**src/rtl/onfi_sdr_cycle_engine.sv**
```systemverilog
// onfi_sdr_cycle_engine: ONFI SDR bus-cycle engine, one CMD/ADDR/WRITE/READ cycle per request.
// Ports: clk/rst_n; req_* request handshake and fields; cfg_* phase widths (0 acts as 1);
// wp_en -> wp_n; rsp_* one-cycle response; ce_n/cle/ale/we_n/re_n/wp_n/dq_out/dq_oe pads;
// dq_in sampled read data; rb_n asynchronous ready/busy per target.
module onfi_sdr_cycle_engine #(
  parameter int DATA_WIDTH = 8,
  parameter int N_TARGETS  = 1,
  parameter int TGT_W      = 1,
  parameter int RB_TIMEOUT = 1000000
) (
  input  logic                  clk,
  input  logic                  rst_n,
  input  logic                  req_valid,
  output logic                  req_ready,
  input  logic [1:0]            req_type,
  input  logic [TGT_W-1:0]      req_target,
  input  logic [DATA_WIDTH-1:0] req_data,
  input  logic                  req_wait_rb,
  input  logic                  req_last,
  input  logic [7:0]            cfg_setup,
  input  logic [7:0]            cfg_pulse,
  input  logic [7:0]            cfg_hold,
  input  logic [7:0]            cfg_twb,
  input  logic                  wp_en,
  output logic                  rsp_valid,
  output logic [DATA_WIDTH-1:0] rsp_data,
  output logic                  rsp_timeout,
  output logic [N_TARGETS-1:0]  ce_n,
  output logic                  cle,
  output logic                  ale,
  output logic                  we_n,
  output logic                  re_n,
  output logic                  wp_n,
  output logic [DATA_WIDTH-1:0] dq_out,
  output logic                  dq_oe,
  input  logic [DATA_WIDTH-1:0] dq_in,
  input  logic [N_TARGETS-1:0]  rb_n
);
  localparam int CW = ($clog2(RB_TIMEOUT + 1) > 8) ? $clog2(RB_TIMEOUT + 1) : 8;
  typedef enum logic [2:0] {IDLE, SETUP, PULSE, HOLD, WB, WAIT_RB, RESP} state_t;
  state_t state, nxt;
  logic [CW-1:0] cnt, cnt_n;
  logic [1:0] typ;
  logic [TGT_W-1:0] tgt;
  logic [DATA_WIDTH-1:0] dat, cap;
  logic [7:0] s_q, p_q, h_q, w_q, dur;
  logic [N_TARGETS-1:0] rb_m, rb_s, mask;
  logic wt, lst, to_q, to_n, fin, rdy, tmo, act, drv;
  assign req_ready = state == IDLE;
  // Out-of-range targets shift the one-hot off the top, leaving no CE asserted.
  assign mask = N_TARGETS'(1) << tgt;
  assign dur = state == SETUP ? s_q : state == PULSE ? p_q : state == HOLD ? h_q : w_q;
  assign fin = cnt == CW'(dur - 8'd1);
  assign rdy = |(rb_s & mask);
  assign tmo = cnt == CW'(RB_TIMEOUT - 1);
  assign act = state == SETUP || state == PULSE || state == HOLD;
  assign drv = act && typ != 2'd3;
  always_comb begin
    nxt = state;
    cnt_n = cnt + 1'b1;
    to_n = to_q;
    case (state)
      IDLE: begin
        cnt_n = '0;
        to_n = 1'b0;
        if (req_valid) nxt = SETUP;
      end
      SETUP: if (fin) begin nxt = PULSE; cnt_n = '0; end
      PULSE: if (fin) begin nxt = HOLD; cnt_n = '0; end
      HOLD: if (fin) begin nxt = wt ? WB : RESP; cnt_n = '0; end
      WB: if (fin) begin nxt = WAIT_RB; cnt_n = '0; end
      WAIT_RB: if (rdy || tmo) begin nxt = RESP; cnt_n = '0; to_n = !rdy; end
      default: begin nxt = IDLE; cnt_n = '0; end
    endcase
  end
  always_ff @(posedge clk or negedge rst_n) begin
    if (!rst_n) begin
      state <= IDLE;
      cnt <= '0;
      to_q <= 1'b0;
      {typ, tgt, dat, wt} <= '0;
      lst <= 1'b1;
      {s_q, p_q, h_q, w_q} <= {4{8'd1}};
      cap <= '0;
      {rb_s, rb_m} <= '0;
    end else begin
      state <= nxt;
      cnt <= cnt_n;
      to_q <= to_n;
      {rb_s, rb_m} <= {rb_m, rb_n};
      if (req_valid && req_ready) begin
        {typ, tgt, dat, wt, lst} <= {req_type, req_target, req_data, req_wait_rb, req_last};
        s_q <= cfg_setup == 8'd0 ? 8'd1 : cfg_setup;
        p_q <= cfg_pulse == 8'd0 ? 8'd1 : cfg_pulse;
        h_q <= cfg_hold == 8'd0 ? 8'd1 : cfg_hold;
        w_q <= cfg_twb == 8'd0 ? 8'd1 : cfg_twb;
      end
      // re_n still low while the FSM has left PULSE marks the re_n rising edge.
      if (!re_n && state != PULSE) cap <= dq_in;
    end
  end
  always_ff @(posedge clk or negedge rst_n) begin
    if (!rst_n) begin
      ce_n <= '1;
      {cle, ale, dq_oe, wp_n, rsp_valid, rsp_timeout} <= '0;
      {we_n, re_n} <= 2'b11;
      dq_out <= '0;
      rsp_data <= '0;
    end else begin
      ce_n <= (state == IDLE && lst) ? '1 : ~mask;
      cle <= act && typ == 2'd0;
      ale <= act && typ == 2'd1;
      we_n <= !(state == PULSE && typ != 2'd3);
      re_n <= !(state == PULSE && typ == 2'd3);
      dq_oe <= drv;
      dq_out <= drv ? dat : '0;
      if (state == IDLE) wp_n <= ~wp_en;
      rsp_valid <= state == RESP;
      rsp_data <= (state == RESP && typ == 2'd3) ? cap : '0;
      rsp_timeout <= state == RESP && to_q;
    end
  end
endmodule
```
**config.mk**
```make
export PLATFORM = sky130hd
export DESIGN_NAME = onfi_sdr_cycle_engine
export DESIGN_NICKNAME = d
export VERILOG_FILES = /design/src/rtl/onfi_sdr_cycle_engine.sv
export SDC_FILE = /design/constraint.sdc
export NUM_CORES = 1
export LEC_CHECK = 0
export BUFFER_PORTS_ARGS = -buffer_cell sky130_fd_sc_hd__buf_2
export CELL_PAD_IN_SITES_DETAIL_PLACEMENT = 1
export CELL_PAD_IN_SITES_GLOBAL_PLACEMENT = 2
export CORE_ASPECT_RATIO = 0.6
export CORE_MARGIN = 3
export CORE_UTILIZATION = 37
export DETAILED_ROUTE_END_ITERATION = 8
export HOLD_SLACK_MARGIN = 0.12
export PLACE_DENSITY_LB_ADDON = 0.1
export SLEW_MARGIN = 20
export SYNTH_ARGS = -nofsm -noshare
export SYNTH_HDL_FRONTEND = slang
export SYNTH_SLANG_ARGS = --single-unit
```
**constraint.sdc**
```tcl
create_clock -name clk -period 3.59 [get_ports clk]
set_input_delay 0.359 -clock clk [delete_from_list [all_inputs] [get_ports clk]]
set_output_delay 0.359 -clock clk [all_outputs]
set_load 0.005 [all_outputs]
```
==> results of run 1 <==
## synthesized netlist by cell type, types with 3 or more instances
cell type	n	area [um2]
dfrtp_1	96	2402
mux2_2	49	551.8
a21oi_1	35	175.2
and2_1	22	137.6
nand2_1	17	63.81
nor2_1	17	63.81
nand3_1	15	75.07
nor3_1	13	65.06
xnor2_1	13	113.9
o21ai_0	10	50.05
inv_1	9	33.78
mux2i_1	9	90.09
xor2_1	9	78.83
dfstp_2	8	210.2
nor4_1	7	43.79
buf_2	5	25.02
buf_6	5	56.30
nand4_1	5	31.28
nor3b_1	5	37.54
and3_1	4	25.02
clkbuf_1	4	15.01
a211oi_2	3	37.54
a2bb2oi_1	3	26.28
buf_4	3	22.52
nand2b_1	3	18.77
nor2b_1	3	18.77
o21ai_1	3	15.01
## flip-flops by register name, summed over array words and instances, names as in the netlist, 2 cells and up
name      count
cap           8
cnt          20
dat           8
dq_out        8
h_q           8
p_q           8
rsp_data      8
s_q           8
state         3
typ           2
w_q           8
## where the power goes
| group | switching, W | total, W | leakage [nW] | internal [W] |
|---|---|---|---|---|
| Combinational | 0.000943 | 0.00177 | 1.19 | 0.000831 |
| Sequential | 0.000282 | 0.00189 | 1.29 | 0.00161 |
| Clock | 0.000485 | 0.000979 | 0.147 | 0.000493 |
## critical path, cell delays in order, from the launching register on
cell,delay (ps)
dfrtp_1,600
nor2b_2,390
a22oi_1,180
nand2_1,120
ha_1,190
o211ai_1,140
a211oi_4,300
o2111ai_1,190
mux2i_1,260
o2111ai_2,190
o21ai_2,150
buf_4,270
a21oi_1,110
## cell type report
cell class | count | area, um2 | area share [%]
Sequential cell | 104 | 2614 | 45.48
Multi-Input combinational cell | 285 | 2081 | 36.21
Timing Repair Buffer | 95 | 513.0 | 8.927
Clock buffer | 9 | 225.2 | 3.919
Tap cell | 165 | 206.4 | 3.592
Clock inverter | 7 | 70.07 | 1.219
Inverter | 10 | 37.54 | 0.6532
## how the worst min path moves through the flow
stage,from,end,slack [ps]
4_1_cts,wp_en,wp_n,170
6_report,wp_en,wp_n,180
2_1_floorplan,rst_n,ale,60
5_1_grt,wp_en,wp_n,170
3_3_place_gp,rb_m,rb_s,330
3_5_place_dp,rb_m,rb_s,340
## through the flow
stage	setup WS, ps	cells	hold slack (ps)	power [W]	area [um2]
final	346.9	675	179.5	0.004644	5747
after detailed placement	279.9	657	336.3	0.003695	5430
after floorplan	798.7	417	63.41	0.003198	4868
after global placement	442.1	657	332.7	0.003636	5430
after CTS	260.5	675	170.5	0.004702	5746
after global routing	43.16	675	173.4	0.005034	5747
## logic make-up after synthesis
kind of cell    count (synthesis)  synth area share [%]
buf+inv                        28                 3.623
fa+ha+maj                       2                0.5139
xor+xnor                       22                 3.958
simple gates                  120                 13.36
mux                            58                 13.18
flops                         104                 53.66
compound gates                 83                 11.69
## metal layers
layer,routed length (um),share of wire [%],track usage (%)
met5,0,0,0
met4,91,0.76,4.041
met3,781,6.5,6.639
met2,5063,42,25.94
met1,6020,50,24.60
## what timing repair did
action,CTS,global route
endpoints found under the setup margin,0,20
gates resized for setup,0,1
hold endpoints to repair,44,0
hold buffers,2,0
==> run_results.csv, run 1 <==
group,metric,value,unit
finish,final_cell_mix,"dfrtp_1 (95), buf_2 (82), mux2_2 (49)",
clock_network,clock_latency,350,ps
worst_setup_path,worstSetupEndpoint,"cnt[12]",
yosys,yosys_warnings,0,
die,coreArea,0.01245,mm2
clock_network,postCtsSetupBuffers,0,
worst_setup_path,end_kind,"flop",
worst_setup_path,rrSetupSlack,350,ps
worst_setup_path,worstSetupStartpoint,"state[1]",
global_route,overflow_left_after_global_routing,0,
timing,timing.final.setup_violations,0,
finish,number_of_antenna_diodes,0,
worst_setup_path,timing.critical_path.arrival,3450,ps
yosys,synth-edff-count,0,
power,leakagePower,2.624,nW
route,drt_iter0_markers,154,
finish,layout_commonest_cell,"dfrtp_1",
flow_run,max_cap_violations,0,
timing,maxSlewHeadroom,52.38,%
finish,drive_above_1_share,35.69,%
global_route,pin_count_of_the_biggest_net_entering_global_routing,52,
clock_network,clk_root_buffer_cell,"clkbuf_16",
global_route,grt.total_usage,17.57,%
timing,timing.final.max_slew_violations,0,
timing,final.min_clock_period,3243,ps
route,detail_route.vias_per_cell,5.212,
die,placementRows,31,
finish,final.fill_count,1374,
worst_setup_path,worst_r2r_endpoint,"cnt[12]",
clock_network,tritoncts,"yes",
timing,fin_worst_skew,8.570,ps
global_route,grt_pass1_vias,3879,
yosys,cells_after_synthesis,417,
die,die_y,94.85,um
timing,grt_setup_unrepaired,"no",
route,postRouteAntennaNets,0,
route,route.vias.total,3518,
worst_setup_path,timing.rr.start,"state[1]",
clock_network,clk_path_buf_depth,2,
timing,final_hold_viols,0,
finish,layout.nets,565,
timing,final.period_utilization,90.34,%
die,io-pin-count,84,
worst_setup_path,timing.critical_path.required,3800,ps
placed_design,final_hpwl_from_detailed_placement,9.023,mm
clock_network,htree_num_levels,3,
power,worst_ir_drop_vdd,0.2676,mV
finish,finalCoreUtilization,46.16,%
die,die_area,0.01462,mm2
yosys,post_synth_instance_area,0.004868,mm2
placed_design,routabilityCongestion,0.8378,
yosys,ys_async_sr_fraction,100.0,%
yosys,synth_area_per_cell,11.67,um2
timing,setup_total_negative_slack,0,ps
clock_network,cts_sink_cnt,104,
global_route,grt_pass1_wl,20.33,mm
worst_setup_path,r2r.worst_path.cells,12,
yosys,number_of_synthesized_register_bits,104,
route,remaining_routing_drc_violations,0,
route,totalWireLength,11.96,mm
die,die_x,154.1,um
status,outcome,"complete, no violations",
placed_design,port_buffers,83,
timing,fmax,308.3,MHz
worst_hold_path,hold_path_depth,2,
route,avgRoutedWirePerCell,17.71,um
die,initial_utilization,39.10,%
worst_setup_path,worst_setup_path_start_kind,"flop",
yosys,yosysUniqueCellTypes,61,
global_route,antenna_found_initial,0,
yosys,post_synthesis_net_count,477,
worst_setup_path,critical_path.max_fanout,20,
route,first_pass_iters,4,
yosys,ys.flop_type,"dfrtp_1",
finish,area_growth_syn_to_layout,18.04,%
clock_network,cts-buffers-inserted,9,
clock_network,cts.clk_slew.worst_paths,80,ps
timing,worst_pin_slew,707.8,ps
yosys,synth_sequential_area_ratio,53.66,%
power,cell_pwr_density,808.2,mW/mm2
worst_hold_path,hold_path_class,"in2reg",
worst_setup_path,crit_type,"reg2reg",
Note: power is estimated with default switching activity, not from simulation.
==> inputs of run 2 (changes only) <==
- CELL_PAD_IN_SITES_DETAIL_PLACEMENT: 1 -> 0
- CELL_PAD_IN_SITES_GLOBAL_PLACEMENT: 2 -> 1
- CORE_UTILIZATION: 37 -> 44
- CTS_BUF_LIST: not set -> sky130_fd_sc_hd__clkbuf_4 sky130_fd_sc_hd__clkbuf_8 sky130_fd_sc_hd__clkbuf_16
- clock period: 3.59 -> 3.4 ns (I/O delays scaled with it)
==> run_results.csv, run 2 (synthesis gave the netlist of run 1 again) <==
group,metric,value,unit
timing,grt_setup_unrepaired,"no",
die,initial_utilization,45.64,%
power,cell_pwr_density,851.1,mW/mm2
global_route,antenna_found_initial,1,
die,coreArea,0.01067,mm2
worst_setup_path,worstSetupEndpoint,"state[0]",
timing,worst_pin_slew,763.0,ps
finish,largest_register_ffs,20,
route,drt_iter0_markers,132,
timing,timing.final.max_slew_violations,0,
power,leakagePower,2.642,nW
timing,setup_total_negative_slack,0,ps
route,totalWireLength,10.87,mm
route,remaining_routing_drc_violations,0,
timing,final.period_utilization,89.92,%
worst_setup_path,critical_path.max_fanout,9,
timing,maxSlewHeadroom,49.13,%
finish,drive_above_1_share,35.81,%
placed_design,port_buffers,83,
worst_setup_path,timing.critical_path.arrival,3290,ps
worst_setup_path,end_kind,"flop",
clock_network,clk_path_buf_depth,2,
timing,final_hold_viols,0,
global_route,grt_pass1_vias,3508,
clock_network,htree_num_levels,3,
finish,register_name_with_the_most_flops,"cnt",
die,die_y,87.48,um
worst_setup_path,r2r.worst_path.cells,12,
worst_setup_path,critical_path.cell_chain,"buf_4, mux2i_1, a22oi_1, nand2_1, ha_1, o211ai_1, a211oi_4, xor2_1, a2bb2o_2, o2111a_1, a311oi_1, a21bo_2",
timing,fmax,327.1,MHz
die,placementRows,29,
status,outcome,"complete, no violations",
clock_network,clock_latency,350,ps
power,worst_ir_drop_vdd,0.4182,mV
finish,final_cell_mix,"dfrtp_1 (96), buf_2 (82), mux2_2 (49)",
global_route,grt.total_usage,18.55,%
timing,fin_worst_skew,10.15,ps
clock_network,postCtsSetupBuffers,0,
flow_run,max_cap_violations,0,
clock_network,tritoncts,"yes",
worst_setup_path,crit_type,"reg2reg",
clock_network,cts_sink_cnt,104,
finish,finalCoreUtilization,54.05,%
worst_setup_path,timing.critical_path.required,3630,ps
placed_design,final_hpwl_from_detailed_placement,8.009,mm
worst_setup_path,worstSetupStartpoint,"state[0]",
route,route.vias.total,3513,
die,die_x,141.8,um
global_route,pin_count_of_the_biggest_net_entering_global_routing,59,
finish,layout.nets,566,
clock_network,clk_root_buffer_cell,"clkbuf_16",
route,first_pass_iters,4,
placed_design,routabilityCongestion,0.8340,
worst_setup_path,worst_setup_path_start_kind,"flop",
die,io-pin-count,84,
route,postRouteAntennaNets,0,
worst_setup_path,rrSetupSlack,340,ps
timing,final.min_clock_period,3057,ps
worst_setup_path,cp_slowest_stage_delay,490,ps
worst_hold_path,hold_path_class,"in2reg",
global_route,grt_pass1_wl,18.03,mm
timing,finalHoldWorstSlack,161.4,ps
clock_network,cts-buffers-inserted,9,
finish,area_growth_syn_to_layout,18.43,%
die,die_area,0.01240,mm2
timing,timing.final.setup_violations,0,
worst_setup_path,worst_r2r_endpoint,"state[0]",
route,avgRoutedWirePerCell,16.73,um
finish,number_of_antenna_diodes,0,
clock_network,cts.clk_slew.worst_paths,80,ps
finish,layout_commonest_cell,"dfrtp_1",
route,detail_route.vias_per_cell,5.405,
global_route,overflow_left_after_global_routing,0,
worst_setup_path,timing.rr.start,"state[0]",
worst_setup_path,critical-path-slowest-cell,"dfrtp_1",
[run 2: worst max-delay path, delay by kind of cell, from the launching register on]
kind	cells	cell delay (ps)
compound gates	7	1620
flops	1	490
buf+inv	1	220
mux	1	220
fa+ha+maj	1	180
simple gates	1	110
xor+xnor	1	110
[run 2: final cells by class]
cell class / count / area (um2)
flip-flops and latches: 104 / 2613
well taps: 139 / 173.9
fillers: 966 / 4902
clock inverters: 6 / 72.57
repair buffers: 96 / 545.5
multi-input cells: 285 / 2085
inverters: 10 / 37.54
clock buffers: 10 / 239.0
[run 2: worst min path at each step]
stage | from | endpoint | slack (ps) | depth (start not counted)
4_1_cts | wp_en | wp_n | 150 | 2
3_5_place_dp | rb_m | rb_s | 350 | 0
5_1_grt | wp_en | wp_n | 180 | 2
2_1_floorplan | rst_n | ale | 40 | 0
6_report | wp_en | wp_n | 160 | 2
3_3_place_gp | rb_m | rb_s | 330 | 0
[run 2: what timing repair did]
item | 4_1_cts | 5_1_grt
resized for setup | 0 | 1
endpoints found under the setup margin | 0 | 3
hold endpoints to repair | 54 | 0
hold buffers | 2 | 0
[run 2: through the flow]
| stage | setup WS, ps | total power [W] | area [um2] | instances |
|---|---|---|---|---|
| 2_1_floorplan | 608.7 | 0.003377 | 4868 | 417 |
| 3_3_place_gp | 464.4 | 0.003818 | 5430 | 632 |
| 4_1_cts | 258.9 | 0.004952 | 5762 | 650 |
| 3_5_place_dp | 265.5 | 0.003880 | 5430 | 632 |
| 6_report | 342.8 | 0.004907 | 5766 | 650 |
| 5_1_grt | 77.06 | 0.005255 | 5766 | 650 |
[run 2: routing by layer]
layer	global-route usage (%)	wire length, um
met4	3.920	89
met5	0	13
met2	26.96	4672
met1	26.76	5265
met3	6.747	832
[run 2: report_power, final]
part | leakage, nW | internal [W] | switching [W]
Clock | 0.153 | 0.000544 | 0.000495
Combinational | 1.20 | 0.000899 | 0.000984
Sequential | 1.29 | 0.00170 | 0.000286
Total | 2.64 | 0.00314 | 0.00177
==> inputs of run 3 (changes only) <==
- clock period: 3.4 -> 3.03 ns (I/O delays scaled with it)
==> run_results.csv, run 3 (synthesis gave the netlist of run 1 again) <==
group,metric,value,unit
finish,layout.nets,580,
die,die_x,141.8,um
power,overall_power,0.005688,W
global_route,grt_pass1_wl,17.99,mm
global_route,grt.met3_usage,7.351,%
clock_network,clk_root_buffer_cell,"clkbuf_16",
worst_setup_path,r2r.worst_path.cells,12,
die,placementRows,29,
timing,worst_pin_slew,632.1,ps
worst_setup_path,worstPathBufferInverterCount,1,
worst_hold_path,min_delay_src,"req_wait_rb",
power,power_internal,0.003665,W
power,cell_pwr_density,966.2,mW/mm2
clock_network,htree_num_levels,3,
power,power.net_switching,0.002023,W
global_route,grt_util_met1,27.61,%
timing,maxSlewHeadroom,57.70,%
flow_run,max_cap_violations,0,
placed_design,placed_cell_area,0.005483,mm2
finish,number_of_antenna_diodes,0,
worst_setup_path,timing.critical_path.arrival,3150,ps
finish,final_cell_mix,"dfrtp_1 (93), buf_2 (82), mux2_2 (49)",
worst_setup_path,crit_type,"reg2reg",
clock_network,tritoncts,"yes",
timing,final.period_utilization,95.87,%
route,postRouteAntennaNets,0,
worst_hold_path,worstHoldEndpoint,"wt",
global_route,grt.busiest_layer,"met1",
power,power_switching_share,35.57,%
route,totalWireLength,10.95,mm
finish,largest_register_ffs,20,
route,avgRoutedWirePerCell,16.49,um
finish,drive_above_1_share,38.48,%
route,detail_route.vias_per_cell,5.256,
finish,finalCoreUtilization,55.18,%
timing,fin_worst_skew,8.455,ps
power,seq_power_share,39.1,%
worst_setup_path,timing.rr.start,"state[0]",
die,die_area,0.01240,mm2
finish,layout_commonest_cell,"dfrtp_1",
worst_setup_path,worst_setup_path_start_kind,"flop",
worst_setup_path,cp_slowest_stage_delay,450,ps
global_route,antenna_found_initial,0,
power,worst_ir_drop_vdd,0.4651,mV
finish,final_design_area_no_fill,0.005887,mm2
die,initial_utilization,45.64,%
power,pwr-share-clk,20.0,%
worst_setup_path,worst_r2r_endpoint,"state[0]",
worst_setup_path,critical_path.cell_chain,"mux2i_1, a211oi_2, a21oi_2, ha_2, o211ai_1, a211oi_4, buf_4, xor2_1, a2bb2o_4, o2111a_1, a311oi_1, a21bo_2",
global_route,overflow_left_after_global_routing,0,
placed_design,routabilityCongestion,0.8357,
worst_hold_path,hold_path_class,"in2reg",
timing,final.min_clock_period,2905,ps
route,first_pass_iters,4,
placed_design,port_buffers,83,
clock_network,cts-buffers-inserted,9,
route,remaining_routing_drc_violations,0,
power,leakagePower,2.696,nW
global_route,grt.total_usage,18.55,%
global_route,pin_count_of_the_biggest_net_entering_global_routing,50,
worst_setup_path,critical_path.max_fanout,6,
clock_network,cts_sink_cnt,104,
global_route,grt_pass1_vias,3481,
worst_hold_path,hold_path_depth,2,
clock_network,clk_path_buf_depth,2,
power,share_comb_of_total_power,40.9,%
finish,register_name_with_the_most_flops,"cnt",
timing,timing.final.ws_setup,125.0,ps
finish,area_growth_syn_to_layout,20.92,%
worst_setup_path,critPathTopFamily,"compound AO/OA/AOI/OAI gates",
worst_setup_path,timing.critical_path.required,3270,ps
placed_design,final_hpwl_from_detailed_placement,8.090,mm
clock_network,cts.clk_slew.worst_paths,80,ps
worst_setup_path,critical-path-slowest-cell,"dfrtp_2",
die,io-pin-count,84,
placed_design,post-place-ws,14.01,ps
timing,timing.final.max_slew_violations,0,
worst_setup_path,rrSetupSlack,130,ps
timing,fmax,344.2,MHz
timing,timing.final.setup_violations,0,
status,outcome,"complete, no violations",
global_route,gr-usage-met2,25.15,%
worst_setup_path,worstSetupStartpoint,"state[0]",
clock_network,clock_latency,350,ps
route,route.vias.total,3490,
die,coreArea,0.01067,mm2
timing,finalHoldWorstSlack,182.0,ps
die,die_y,87.48,um
route,drt_iter0_markers,157,
timing,final_hold_viols,0,
worst_setup_path,end_kind,"flop",
## run 3: changes by cell type in the layout (fill, tap and decap cells not counted), sizes merged
cell	previous run	this run
buf	94	106
clkbuf	10	11
clkinv	3	2
clkinvlp	0	1
dlygate4sd3	2	3
## run 3: through the flow
step,TNS [ps],instances
final,0,664
after global routing,-88.82,664
after CTS,0,658
after detailed placement,0,639
after global placement,0,639
after floorplan,0,417
## run 3: final cells by class
cell class                      instances  area [um2]
Clock buffer                           10       232.7
Clock inverter                          6       61.31
Fill cell                             956        4781
Inverter                               10       37.54
Multi-Input combinational cell        285        2111
Sequential cell                       104        2616
Tap cell                              139       173.9
Timing Repair Buffer                  110       654.4
## run 3: power groups by stage
stage          clock [W]  sequential, W  combinational [W]
2_1_floorplan          0        0.00214            0.00165
3_3_place_gp           0        0.00223            0.00216
3_5_place_dp           0        0.00224            0.00219
4_1_cts          0.00118        0.00222            0.00221
5_1_grt          0.00124        0.00229            0.00258
6_report         0.00114        0.00222            0.00233
## run 3: worst reg2reg max path, stage by stage, from the launching register on
cell and delay (ps):
dfrtp_2 450, mux2i_1 240, a211oi_2 110, a21oi_2 160, ha_2 220, o211ai_1 130
a211oi_4 290, buf_4 170, xor2_1 70, a2bb2o_4 230, o2111a_1 250, a311oi_1 230
a21bo_2 240
## run 3: what timing repair did
action	4_1_cts	5_1_grt
hold buffers	3	0
cloned	0	0
endpoints found under the hold margin	45	0
gates resized for setup	1	9
setup buffers	0	6
setup endpoints to repair	19	22
pin swaps	0	6
## run 3: how the worst max path moves through the flow
stage                to  slack (ps)  cells after the start
6_report       state[0]         130                     12
5_1_grt          cnt[9]         -20                     12
4_1_cts        state[0]          80                     11
3_5_place_dp   state[0]          10                     11
3_3_place_gp   state[0]         120                     11
2_1_floorplan  state[0]         240                     13
## run 3: layer usage
layer  wire length, um  vias up  share of wire, %
met1              5536     1691                51
met4                61        0              0.56
li1                  -     1713                 -
met5                 0        -                 0
met3               837        8               7.6
met2              4517       78                41
